File: src/rtl/core_inst_seq_pkg.sv
// Shared definitions for the instruction sequencer: inst field positions,
// the idle instruction word and the sequencer state encoding.
package core_inst_pkg;

   localparam int INST_W     = 34;
   localparam int B_ACC      = 33;
   localparam int B_CEN_P    = 32;
   localparam int B_WEN_P    = 31;
   localparam int B_AP_LO    = 20;
   localparam int B_CEN_X    = 19;
   localparam int B_WEN_X    = 18;
   localparam int B_AX_LO    = 7;
   localparam int B_OFIFO_RD = 6;
   localparam int B_L0_RD    = 3;
   localparam int B_L0_WR    = 2;
   localparam int B_EXEC     = 1;
   localparam int B_LOAD     = 0;

   // Both SRAM enables deasserted (active-low), nothing else asserted.
   localparam logic [INST_W-1:0] IDLE_INST = 34'h1_800C_0000;

   typedef enum logic [2:0] {
      S_IDLE, S_WFETCH, S_WLOAD, S_WSETTLE, S_XFETCH, S_EXEC, S_DRAIN, S_DONE
   } state_t;

endpackage

File: src/rtl/core_inst_seq_if.sv
// Control/status bundle between a tile controller (master) and the
// instruction sequencer (slave), including the core-side flow-control inputs.
interface core_inst_seq_if #(parameter int aw = 11);
   import core_inst_pkg::*;

   // Handshake: start is a single-cycle request honoured only while busy is
   // low; an out-of-range len answers with a one-cycle err instead of busy.
   // l0_full is backpressure (a word waiting for L0 is held, never dropped)
   // and ofifo_valid qualifies each DRAIN cycle as a pop plus a psum write.
   logic              start;
   logic [aw-1:0]     w_base;
   logic [aw-1:0]     x_base;
   logic [aw-1:0]     p_base;
   logic [aw-1:0]     len;
   logic              acc_en;
   logic              l0_full;
   logic              ofifo_valid;
   logic [INST_W-1:0] inst;
   logic              busy;
   logic              done;
   logic              err;
   state_t            dbg_state;

   modport master (
      output start, w_base, x_base, p_base, len, acc_en, l0_full, ofifo_valid,
      input  inst, busy, done, err, dbg_state
   );

   modport slave (
      input  start, w_base, x_base, p_base, len, acc_en, l0_full, ofifo_valid,
      output inst, busy, done, err, dbg_state
   );

endinterface

File: src/rtl/core_inst_seq_l0_fill_pipe.sv
// xmem -> L0 copy pipe: issues N reads from base and forwards each returned
// word to L0 one cycle later, stalling on l0_full with the word held in Q.
module l0_fill_pipe #(
   parameter int aw = 11
) (
   input  logic          clk,
   input  logic          reset,
   input  logic          active,
   input  logic [aw-1:0] base,
   input  logic [aw-1:0] n,
   input  logic          l0_full,
   output logic          rd_issue,
   output logic [aw-1:0] rd_addr,
   output logic          l0_wr,
   output logic          phase_done
);

   logic [aw-1:0] rcnt;
   logic          pend;

   // A new read may only replace the pending word if that word leaves this cycle.
   assign rd_issue   = active && (rcnt < n) && (!pend || !l0_full);
   assign l0_wr      = active && pend && !l0_full;
   assign phase_done = active && (rcnt == n) && !pend;
   assign rd_addr    = base + rcnt;

   always_ff @(posedge clk) begin
      if (!reset || !active) begin
         rcnt <= '0;
         pend <= 1'b0;
      end else if (rd_issue) begin
         rcnt <= rcnt + 1'b1;
         pend <= 1'b1;
      end else if (l0_wr) begin
         pend <= 1'b0;
      end
   end

endmodule

File: src/rtl/core_inst_seq.sv
// Per-tile instruction sequencer for core: weight fetch, weight load and
// settle, activation fetch, execute, then drain OFIFO into psum SRAM.
module core_inst_seq
   import core_inst_pkg::*;
#(
   parameter int row      = 8,
   parameter int col      = 8,
   parameter int l0_depth = 64,
   parameter int aw       = 11
) (
   input logic            clk,
   input logic            reset,
   core_inst_seq_if.slave bus
);

   localparam logic [aw-1:0] ROW_N    = aw'(row);
   localparam logic [aw-1:0] ROW_LAST = aw'(row - 1);
   localparam logic [aw-1:0] COL_LAST = aw'(col - 1);
   localparam logic [aw-1:0] LEN_MAX  = aw'(l0_depth);

   state_t            state, state_n;
   logic [aw-1:0]     cnt, wcnt;
   logic [aw-1:0]     w_base_r, x_base_r, p_base_r, len_r;
   logic              err_r, err_n, latch;
   logic              len_ok;
   logic              fetch_active, rd_issue, l0_wr, fetch_done;
   logic [aw-1:0]     fetch_base, fetch_n, rd_addr;
   logic [INST_W-1:0] inst_c;

   assign len_ok       = (bus.len != '0) && (bus.len <= LEN_MAX);
   assign fetch_active = (state == S_WFETCH) || (state == S_XFETCH);
   assign fetch_base   = (state == S_XFETCH) ? x_base_r : w_base_r;
   assign fetch_n      = (state == S_XFETCH) ? len_r : ROW_N;

   l0_fill_pipe #(.aw(aw)) u_fill (
      .clk        (clk),
      .reset      (reset),
      .active     (fetch_active),
      .base       (fetch_base),
      .n          (fetch_n),
      .l0_full    (bus.l0_full),
      .rd_issue   (rd_issue),
      .rd_addr    (rd_addr),
      .l0_wr      (l0_wr),
      .phase_done (fetch_done)
   );

   always_comb begin
      state_n = state;
      inst_c  = IDLE_INST;
      latch   = 1'b0;
      err_n   = 1'b0;
      case (state)
         S_IDLE: begin
            if (bus.start) begin
               if (len_ok) begin
                  state_n = S_WFETCH;
                  latch   = 1'b1;
               end else begin
                  err_n = 1'b1;
               end
            end
         end
         S_WFETCH, S_XFETCH: begin
            inst_c[B_CEN_X] = ~rd_issue;
            if (rd_issue) inst_c[B_AX_LO +: aw] = rd_addr;
            inst_c[B_L0_WR] = l0_wr;
            if (fetch_done) state_n = (state == S_WFETCH) ? S_WLOAD : S_EXEC;
         end
         S_WLOAD: begin
            inst_c[B_LOAD]  = 1'b1;
            inst_c[B_L0_RD] = 1'b1;
            if (cnt == ROW_LAST) state_n = S_WSETTLE;
         end
         S_WSETTLE: begin
            if (cnt == COL_LAST) state_n = S_XFETCH;
         end
         S_EXEC: begin
            inst_c[B_EXEC]  = 1'b1;
            inst_c[B_L0_RD] = 1'b1;
            if (cnt == len_r - 1'b1) state_n = S_DRAIN;
         end
         S_DRAIN: begin
            inst_c[B_ACC] = bus.acc_en;
            if (bus.ofifo_valid) begin
               inst_c[B_OFIFO_RD]      = 1'b1;
               inst_c[B_CEN_P]         = 1'b0;
               inst_c[B_WEN_P]         = 1'b0;
               inst_c[B_AP_LO +: aw]   = p_base_r + wcnt;
               if (wcnt == len_r - 1'b1) state_n = S_DONE;
            end
         end
         S_DONE: state_n = S_IDLE;
         default: state_n = S_IDLE;
      endcase
   end

   always_ff @(posedge clk) begin
      if (!reset) begin
         state    <= S_IDLE;
         cnt      <= '0;
         wcnt     <= '0;
         err_r    <= 1'b0;
         w_base_r <= '0;
         x_base_r <= '0;
         p_base_r <= '0;
         len_r    <= '0;
      end else begin
         state <= state_n;
         err_r <= err_n;
         if (latch) begin
            w_base_r <= bus.w_base;
            x_base_r <= bus.x_base;
            p_base_r <= bus.p_base;
            len_r    <= bus.len;
         end
         // cnt measures cycles spent in the current state.
         cnt <= (state_n != state) ? '0 : cnt + 1'b1;
         if (state != S_DRAIN)       wcnt <= '0;
         else if (bus.ofifo_valid)   wcnt <= wcnt + 1'b1;
      end
   end

   assign bus.inst      = inst_c;
   assign bus.busy      = (state != S_IDLE);
   assign bus.done      = (state == S_DONE);
   assign bus.err       = err_r;
   assign bus.dbg_state = state;

endmodule

File: src/flat_wrapper.sv
// flat-port wrapper written by rule: the top's interface ports become plain ports
module core_inst_seq_flat import core_inst_pkg::*;
#(
   parameter int row      = 8,
   parameter int col      = 8,
   parameter int l0_depth = 64,
   parameter int aw       = 11
)
  (clk, reset, bus_start, bus_w_base, bus_x_base, bus_p_base, bus_len, bus_acc_en, bus_l0_full, bus_ofifo_valid, bus_inst, bus_busy, bus_done, bus_err, bus_dbg_state);
  core_inst_seq_if #(.aw(aw)) bus_i ();
  input logic clk;
  input logic reset;
  input wire logic [$bits(bus_i.start)-1:0] bus_start;
  input wire logic [$bits(bus_i.w_base)-1:0] bus_w_base;
  input wire logic [$bits(bus_i.x_base)-1:0] bus_x_base;
  input wire logic [$bits(bus_i.p_base)-1:0] bus_p_base;
  input wire logic [$bits(bus_i.len)-1:0] bus_len;
  input wire logic [$bits(bus_i.acc_en)-1:0] bus_acc_en;
  input wire logic [$bits(bus_i.l0_full)-1:0] bus_l0_full;
  input wire logic [$bits(bus_i.ofifo_valid)-1:0] bus_ofifo_valid;
  output wire logic [$bits(bus_i.inst)-1:0] bus_inst;
  output wire logic [$bits(bus_i.busy)-1:0] bus_busy;
  output wire logic [$bits(bus_i.done)-1:0] bus_done;
  output wire logic [$bits(bus_i.err)-1:0] bus_err;
  output wire logic [$bits(bus_i.dbg_state)-1:0] bus_dbg_state;
  assign bus_i.start = bus_start;
  assign bus_i.w_base = bus_w_base;
  assign bus_i.x_base = bus_x_base;
  assign bus_i.p_base = bus_p_base;
  assign bus_i.len = bus_len;
  assign bus_i.acc_en = bus_acc_en;
  assign bus_i.l0_full = bus_l0_full;
  assign bus_i.ofifo_valid = bus_ofifo_valid;
  assign bus_inst = bus_i.inst;
  assign bus_busy = bus_i.busy;
  assign bus_done = bus_i.done;
  assign bus_err = bus_i.err;
  assign bus_dbg_state = bus_i.dbg_state;
  core_inst_seq #(.row(row), .col(col), .l0_depth(l0_depth), .aw(aw)) u_core (.clk(clk), .reset(reset), .bus(bus_i));
endmodule
File: config.mk
export PLATFORM = sky130hd
export DESIGN_NAME = core_inst_seq_flat
export DESIGN_NICKNAME = d
export VERILOG_FILES = /design/src/rtl/core_inst_seq_pkg.sv /design/src/rtl/core_inst_seq_if.sv /design/src/rtl/core_inst_seq_l0_fill_pipe.sv /design/src/rtl/core_inst_seq.sv /design/src/flat_wrapper.sv
export SDC_FILE = /design/constraint.sdc
export NUM_CORES = 1
export LEC_CHECK = 0
export CORE_MARGIN = 2
export CORE_UTILIZATION = 49
export CTS_CLUSTER_SIZE = 28
export DETAILED_ROUTE_END_ITERATION = 7
export GPL_TIMING_DRIVEN = 0
export PLACE_DENSITY = 0.77
export SYNTH_ARGS = -nofsm -noshare
export SYNTH_HDL_FRONTEND = slang
export SYNTH_SLANG_ARGS = --single-unit
File: constraint.sdc
create_clock -name clk -period 3.9 [get_ports clk]
set_input_delay 0.39 -clock clk [delete_from_list [all_inputs] [get_ports clk]]
set_output_delay 0.39 -clock clk [all_outputs]
set_load 0.02 [all_outputs]
# Word-level counts from Yosys, hierarchy flattened
# Cells that the tools add are included.
# totals
reg_bits	82
latch_bits	0
ramBits	0
mem_bits_ro	0
in_bits	50
output_inout_bits	40
elab_cells	85
mem_count	0
# classes
addsub	6
n_mul	0
n_div	0
order_cmp	2
eq_ne	13
shift	0
muxes	29
bitwise_logic	2
n_reduce_logical	23
# op_table
cell	count
$mux W11	4
$add A11 B1 Y11 const B	3
$eq A11 B11 Y1	3
$mux W3	9
$add A11 B11 Y11	2
$pmux W3 S7	1
$mux W14	1
$mux W1	13
$mux W13	1
$eq A3 B3 Y1 const B	4
$eq A11 B3 Y1 const B	1
$le A11 B7 Y1 const B	1
$lt A11 B11 Y1	1
$reduce_bool A11 Y1	1
$sub A11 B1 Y11 const B	1
$reduce_or A2 Y1	4
$logic_and A1 B1 Y1	7
$eq A3 B2 Y1 const B	2
$logic_not A1 Y1	4
$eq A3 B1 Y1 const B	1
$logic_not A3 Y1	1
$logic_or A1 B1 Y1	3
$ne A3 B3 Y1	1
$ne A3 B3 Y1 const B	1
other kinds (4)	5

# Longest topological paths before layout
# depth
word_depth	9
ltp_mapped	14

# Hierarchy
# A second synthesis with hierarchy kept.
# hier_totals
cells_unflattened	655
area_unflattened_um2	5705.5
# modules_own_cells
module	n_inst	cells_each	area_each_um2	seq_area_each_um2
core_inst_seq	1	484	4359.2	1401.3
l0_fill_pipe	1	171	1346.3	240.2

# Worst setup path before layout
# No wires, ideal clock.
# synth_path
path_kind	register -> output
startpoint	register u_core.state[2] (netlist: u_core.bus.dbg_state[2])
endpoint	output bus_inst[17]
arrival_time_ns	3.681
t_required_ns	3.510
setup_slack_ns	-0.171
path_stages_with_launch	14
path_cell_list	dfxtp_1 nor2b_1 and2_1 clkbuf_1 mux2_2 ha_1 fa_1 a21o_1 a211oi_1 nor2_1 o41ai_1 o21ai_0 xnor2_1 nor2_1
# synth_between
elab_chain_len	7
elab_cells_between_ends	12
classes_between	1 x add/sub; 1 x order compare; 2 x eq/ne; 4 x mux; 4 x reduce/logical
# synth_lines
element	line_no	rtl
from (decl)	core_inst_seq.sv:21	state_t state, state_n;
from (signal assigned)	core_inst_seq.sv:109	state <= state_n;
$eq A3 B3 Y1	--	
$mux W11	core_inst_seq.sv:33	assign fetch_n = (state == S_XFETCH) ? len_r : ROW_N;
$lt A11 B11 Y1	core_inst_seq_l0_fill_pipe.sv:22	assign rd_issue = active && (rcnt < n) && (!pend || !l0_full);
$logic_and A1 B1 Y1 (2 in series)	core_inst_seq_l0_fill_pipe.sv:22	
$mux W11	core_inst_seq.sv:66	if (rd_issue) inst_c[B_AX_LO +: aw] = rd_addr;
$mux W11 *	core_inst_seq.sv:53	case (state)
to (decl)	flat_wrapper.sv:21	output wire logic [$bits(bus_i.inst)-1:0] bus_inst;
# Mark *: on every way between the ends. The rest lies on a longest branch, timed or not.

# Worst setup path after layout
# layout_path
startpoint	register u_core.state[2] (netlist: u_core.bus.dbg_state[2])
endpoint	output bus_inst[15]
# Same word-level chain as after synthesis.

==> report_table.html <==
<table>
<tr><th>Metric</th><th>Value</th></tr>
<tr><th colspan="2">Global route</th></tr>
<tr><td>Overflow left after global routing</td><td>0</td></tr>
<tr><td>Vias in the first global route</td><td>between 5000 and 6000</td></tr>
<tr><td>Global-route usage over all layers</td><td>0.257</td></tr>
<tr><td>Initial antenna violation count</td><td>0</td></tr>
<tr><td>Pin count of the biggest net entering global routing</td><td>20</td></tr>
<tr><td>Wire length of the first global-routing pass</td><td>between 20 and 25 mm</td></tr>
<tr><th colspan="2">Logic synthesis</th></tr>
<tr><td>Ys flop type</td><td>sky130_fd_sc_hd__dfxtp_1</td></tr>
<tr><td>Post-synth ARST share</td><td>0</td></tr>
<tr><td>Cell type contributing the most total cell area after synthesis</td><td>sky130_fd_sc_hd__dfxtp_1</td></tr>
<tr><td>Largest cells by area after synthesis</td><td>sky130_fd_sc_hd__dfxtp_1 31%, sky130_fd_sc_hd__nand2_1 9.1%, sky130_fd_sc_hd__ha_1 8.2%, sky130_fd_sc_hd__xnor2_1 6.2%, sky130_fd_sc_hd__a21oi_1 5.6%</td></tr>
<tr><td>Average instance area after synthesis</td><td>between 7 and 8 um^2</td></tr>
<tr><td>Post-synthesis cell type count</td><td>slightly above 60</td></tr>
<tr><td>Synth warn</td><td>0</td></tr>
<tr><td>Area share of the leading cell type in the synthesized netlist</td><td>0.307</td></tr>
<tr><td>Post-synthesis sequential element count</td><td>82</td></tr>
<tr><td>Number of enable flip-flop cells after synthesis</td><td>0</td></tr>
<tr><td>Share of the yosys chip area belonging to registers</td><td>0.307</td></tr>
<tr><td>Gate count after technology mapping</td><td>approximately 680</td></tr>
<tr><td>Area of the mapped netlist</td><td>between 0.005 and 0.006 mm^2</td></tr>
<tr><th colspan="2">Floorplanning</th></tr>
<tr><td>Core box area</td><td>between 0.01 and 0.015 mm^2</td></tr>
<tr><td>Number of placement rows</td><td>38</td></tr>
<tr><td>Number of I/O pins</td><td>90</td></tr>
<tr><td>Die Width</td><td>around 110 um</td></tr>
<tr><td>Overall die height</td><td>about 110 um</td></tr>
<tr><td>Starting density of the core</td><td>0.497</td></tr>
<tr><td>Die outline area</td><td>about 0.012 mm^2</td></tr>
<tr><th colspan="2">Critical path</th></tr>
<tr><td>Startpoint kind of the worst setup timing path</td><td>flop</td></tr>
<tr><td>Worst setup path category</td><td>flop to output pin</td></tr>
<tr><td>Endpoint type of the worst setup path</td><td>output pin</td></tr>
<tr><td>Crit-path max FO</td><td>6</td></tr>
<tr><td>Arrival time of the worst setup path</td><td>around 3.5 ns</td></tr>
<tr><td>CP required</td><td>roughly 3.5 ns</td></tr>
<tr><th colspan="2">STA</th></tr>
<tr><td>Slew at the pin closest to its max-slew limit</td><td>0.948 ns</td></tr>
<tr><td>Setup Skew</td><td>0.0184 ns</td></tr>
<tr><td>Count of endpoints failing hold in the final timing report</td><td>0</td></tr>
<tr><td>Setup WS post-layout</td><td>approximately 0.054 ns</td></tr>
<tr><td>Highest clock rate</td><td>between 0.2 and 0.3 GHz</td></tr>
<tr><td>Final critical delay including setup and external delays</td><td>3.85 ns</td></tr>
<tr><td>Setup violation total in the final timing report</td><td>0</td></tr>
<tr><td>Number of max-slew violations in the final report</td><td>0</td></tr>
<tr><td>Final worst path period share</td><td>0.986</td></tr>
<tr><td>Relative max-transition margin</td><td>0.367</td></tr>
<tr><th colspan="2">Layout</th></tr>
<tr><td>Commonest cells after routing, fill and taps aside</td><td>129 x sky130_fd_sc_hd__nand2_1, 79 x sky130_fd_sc_hd__dfxtp_1, 73 x sky130_fd_sc_hd__clkdlybuf4s50_1</td></tr>
<tr><td>Area occupied by registers</td><td>roughly 0.0016 mm^2</td></tr>
<tr><td>Most common cell after layout, fill and taps aside</td><td>sky130_fd_sc_hd__nand2_1</td></tr>
<tr><td>Post-layout utilization of the core</td><td>0.632</td></tr>
<tr><td>Area added between synthesis and finish</td><td>27.0%</td></tr>
<tr><td>Area of all placed cells without fillers</td><td>slightly below 0.007 mm^2</td></tr>
<tr><td>Final-stage net count</td><td>a little under 900</td></tr>
<tr><td>Area used by multi-input combinational logic</td><td>approximately 0.0035 mm^2</td></tr>
<tr><td>Diode insertion count for antenna repair</td><td>0</td></tr>
<tr><td>Number of fill cells in the layout</td><td>940</td></tr>
<tr><td>Layout cell share with drive strength beyond 1</td><td>0.122</td></tr>
<tr><th colspan="2">Route</th></tr>
<tr><td>Number of nets with antenna violations after routing</td><td>0</td></tr>
<tr><td>Starting DRC count in detailed routing</td><td>roughly 290</td></tr>
<tr><td>WL/cell</td><td>between 15 and 20 um</td></tr>
<tr><td>DRC violations left</td><td>0</td></tr>
<tr><td>Vias after detailed routing</td><td>roughly 5300</td></tr>
<tr><td>Total detailed-routing wirelength</td><td>about 15 mm</td></tr>
<tr><td>Average vias per placed instance</td><td>5.68</td></tr>
<tr><td>Number of search-and-repair iterations in the first detailed-routing pass</td><td>5</td></tr>
<tr><th colspan="2">Clock network</th></tr>
<tr><td>Clock sink count</td><td>82</td></tr>
<tr><td>Clock tree from TritonCTS</td><td>yes</td></tr>
<tr><td>Number of clock buffers inserted by TritonCTS</td><td>9</td></tr>
<tr><td>CTS clock-pin slew for the worst setup and hold paths</td><td>about 0.08 ns</td></tr>
<tr><td>CTS max path bufs</td><td>2</td></tr>
<tr><td>Root buffer cell</td><td>sky130_fd_sc_hd__clkbuf_8</td></tr>
<tr><td>Source-to-sink clock delay at the later pin of the worst-skew pair</td><td>between 0.3 and 0.4 ns</td></tr>
<tr><td>H-Tree Depth</td><td>3</td></tr>
<tr><th colspan="2">Power and ir drop</th></tr>
<tr><td>Net switching share of the total power</td><td>0.253</td></tr>
<tr><td>Portion of total power attributed to combinational logic</td><td>0.091</td></tr>
<tr><td>Peak supply drop</td><td>~150 uV</td></tr>
<tr><td>Internal power</td><td>1190 uW</td></tr>
<tr><td>Static leakage</td><td>0.00266 uW</td></tr>
<tr><td>Sequential fraction of design power</td><td>0.534</td></tr>
<tr><td>Switching component of the power</td><td>between 400 and 500 uW</td></tr>
<tr><td>Power per standard cell area</td><td>roughly 230 mW/mm^2</td></tr>
<tr><td>Clock Power Share</td><td>0.376</td></tr>
<tr><th colspan="2">Outcome</th></tr>
<tr><td>Outcome</td><td>finished, final reports clean</td></tr>
<tr><th colspan="2">Placement</th></tr>
<tr><td>I/O Buffers</td><td>between 80 and 90</td></tr>
<tr><td>Post-detailed-placement half-perimeter wirelength</td><td>11.2 mm</td></tr>
<tr><td>Post-placement worst setup slack</td><td>-0.853 ns</td></tr>
<tr><td>Post-place instance area</td><td>around 0.0064 mm^2</td></tr>
<tr><td>Placer congestion estimate</td><td>0.890</td></tr>
<tr><th colspan="2">Hold path</th></tr>
<tr><td>Worst hold-check path type</td><td>input pin to flop</td></tr>
<tr><th colspan="2">Flow run</th></tr>
<tr><td>Max Cap Violations</td><td>0</td></tr>
</table>
==> flip-flops by register name (all words and copies together) (netlist names) <==
signal                count
u_core.u_fill.rcnt       11
u_core.x_base_r          11
u_core.w_base_r          11
u_core.cnt               11
u_core.wcnt              11
u_core.bus.dbg_state      3
u_core.p_base_r          11
u_core.len_r             11
u_core.bus.err            1
u_core.u_fill.pend        1
==> kinds of logic after synthesis <==
family	after synthesis	share of synthesized area
XOR/XNOR	67	0.112
AO/OA/AOI/OAI	125	0.146
other	2	0.00141
AND/OR/NAND/NOR	296	0.264
flip-flops	82	0.307
adder cells (fa/ha/maj)	37	0.0894
buffers and inverters	56	0.0473
multiplexers	16	0.0325
==> Yosys cell counts (13+ instances only) <==
cell / number
sky130_fd_sc_hd__a21oi_1: 60
sky130_fd_sc_hd__and3_1: 17
sky130_fd_sc_hd__clkbuf_1: 28
sky130_fd_sc_hd__dfxtp_1: 82
sky130_fd_sc_hd__ha_1: 35
sky130_fd_sc_hd__inv_1: 14
sky130_fd_sc_hd__nand2_1: 130
sky130_fd_sc_hd__nand4_1: 13
sky130_fd_sc_hd__nor2_1: 64
sky130_fd_sc_hd__o21ai_0: 16
sky130_fd_sc_hd__xnor2_1: 38
sky130_fd_sc_hd__xor2_1: 28
==> layer usage <==
layer	GRT usage	up-vias	share of wire
li1	-	2583	-
met1	0.318	2497	0.43
met2	0.427	191	0.48
met3	0.0458	41	0.058
met4	0.130	0	0.037
met5	0	-	0
==> critical path, stage by stage, from the launching register on <==
cell	delay, ns
sky130_fd_sc_hd__dfxtp_4	0.38
sky130_fd_sc_hd__nor2b_4	0.17
sky130_fd_sc_hd__and2_4	0.18
sky130_fd_sc_hd__clkbuf_16	0.14
sky130_fd_sc_hd__mux2_4	0.31
sky130_fd_sc_hd__ha_4	0.17
sky130_fd_sc_hd__fa_2	0.36
sky130_fd_sc_hd__a21o_1	0.22
sky130_fd_sc_hd__a211oi_2	0.25
sky130_fd_sc_hd__nor2_2	0.08
sky130_fd_sc_hd__o41ai_2	0.30
sky130_fd_sc_hd__buf_4	0.18
sky130_fd_sc_hd__xor2_1	0.15
sky130_fd_sc_hd__nor2_1	0.05
sky130_fd_sc_hd__buf_4	0.15
==> stage by stage <==
stage          std cells  hold slack [ns]  total power (uW)  setup TNS, ns
6_report             936            0.416              1590              0
5_1_grt              936            0.425              1640        -0.0393
4_1_cts              923            0.394              1600              0
3_5_place_dp         906            0.447              1010          -8.30
3_3_place_gp         906            0.441              1000          -7.73
2_1_floorplan        682            0.433               934              0
==> power groups by stage <==
stage,combinational (uW),clock (uW),sequential [uW]
after floorplan,63.7,0,870
after global placement,135,0,870
after detailed placement,138,0,870
after CTS,141,605,850
after global routing,155,636,851
final,144,599,850
==> final timing paths <==
check / from / end / slack, ns / depth (start not counted)
min reg2reg: u_core.w_base_r[9] / u_core.w_base_r[9] / 0.46 / 2
max reg2reg: u_core.bus.dbg_state[2] / u_core.u_fill.rcnt[7] / 0.77 / 13
min: reset / u_core.bus.dbg_state[1] / 0.42 / 2
max: u_core.bus.dbg_state[2] / bus_inst[15] / 0.05 / 14
==> cell type report <==
class | instances | share of cell area
multi-input combinational | 544 | 0.522
sequential | 82 | 0.243
timing repair buffer | 99 | 0.138
buffer | 39 | 0.0347
tap | 140 | 0.0258
clock buffer | 11 | 0.0223
inverter | 16 | 0.00959
clock inverter | 5 | 0.00535
==> what timing repair did <==
action	in CTS	in global routing
buffers inserted	2	13
endpoints found under the setup margin	14	12
hold buffers	0	0
resized for setup	50	18
pin swaps	5	9
(Power assumes the default switching activity.)
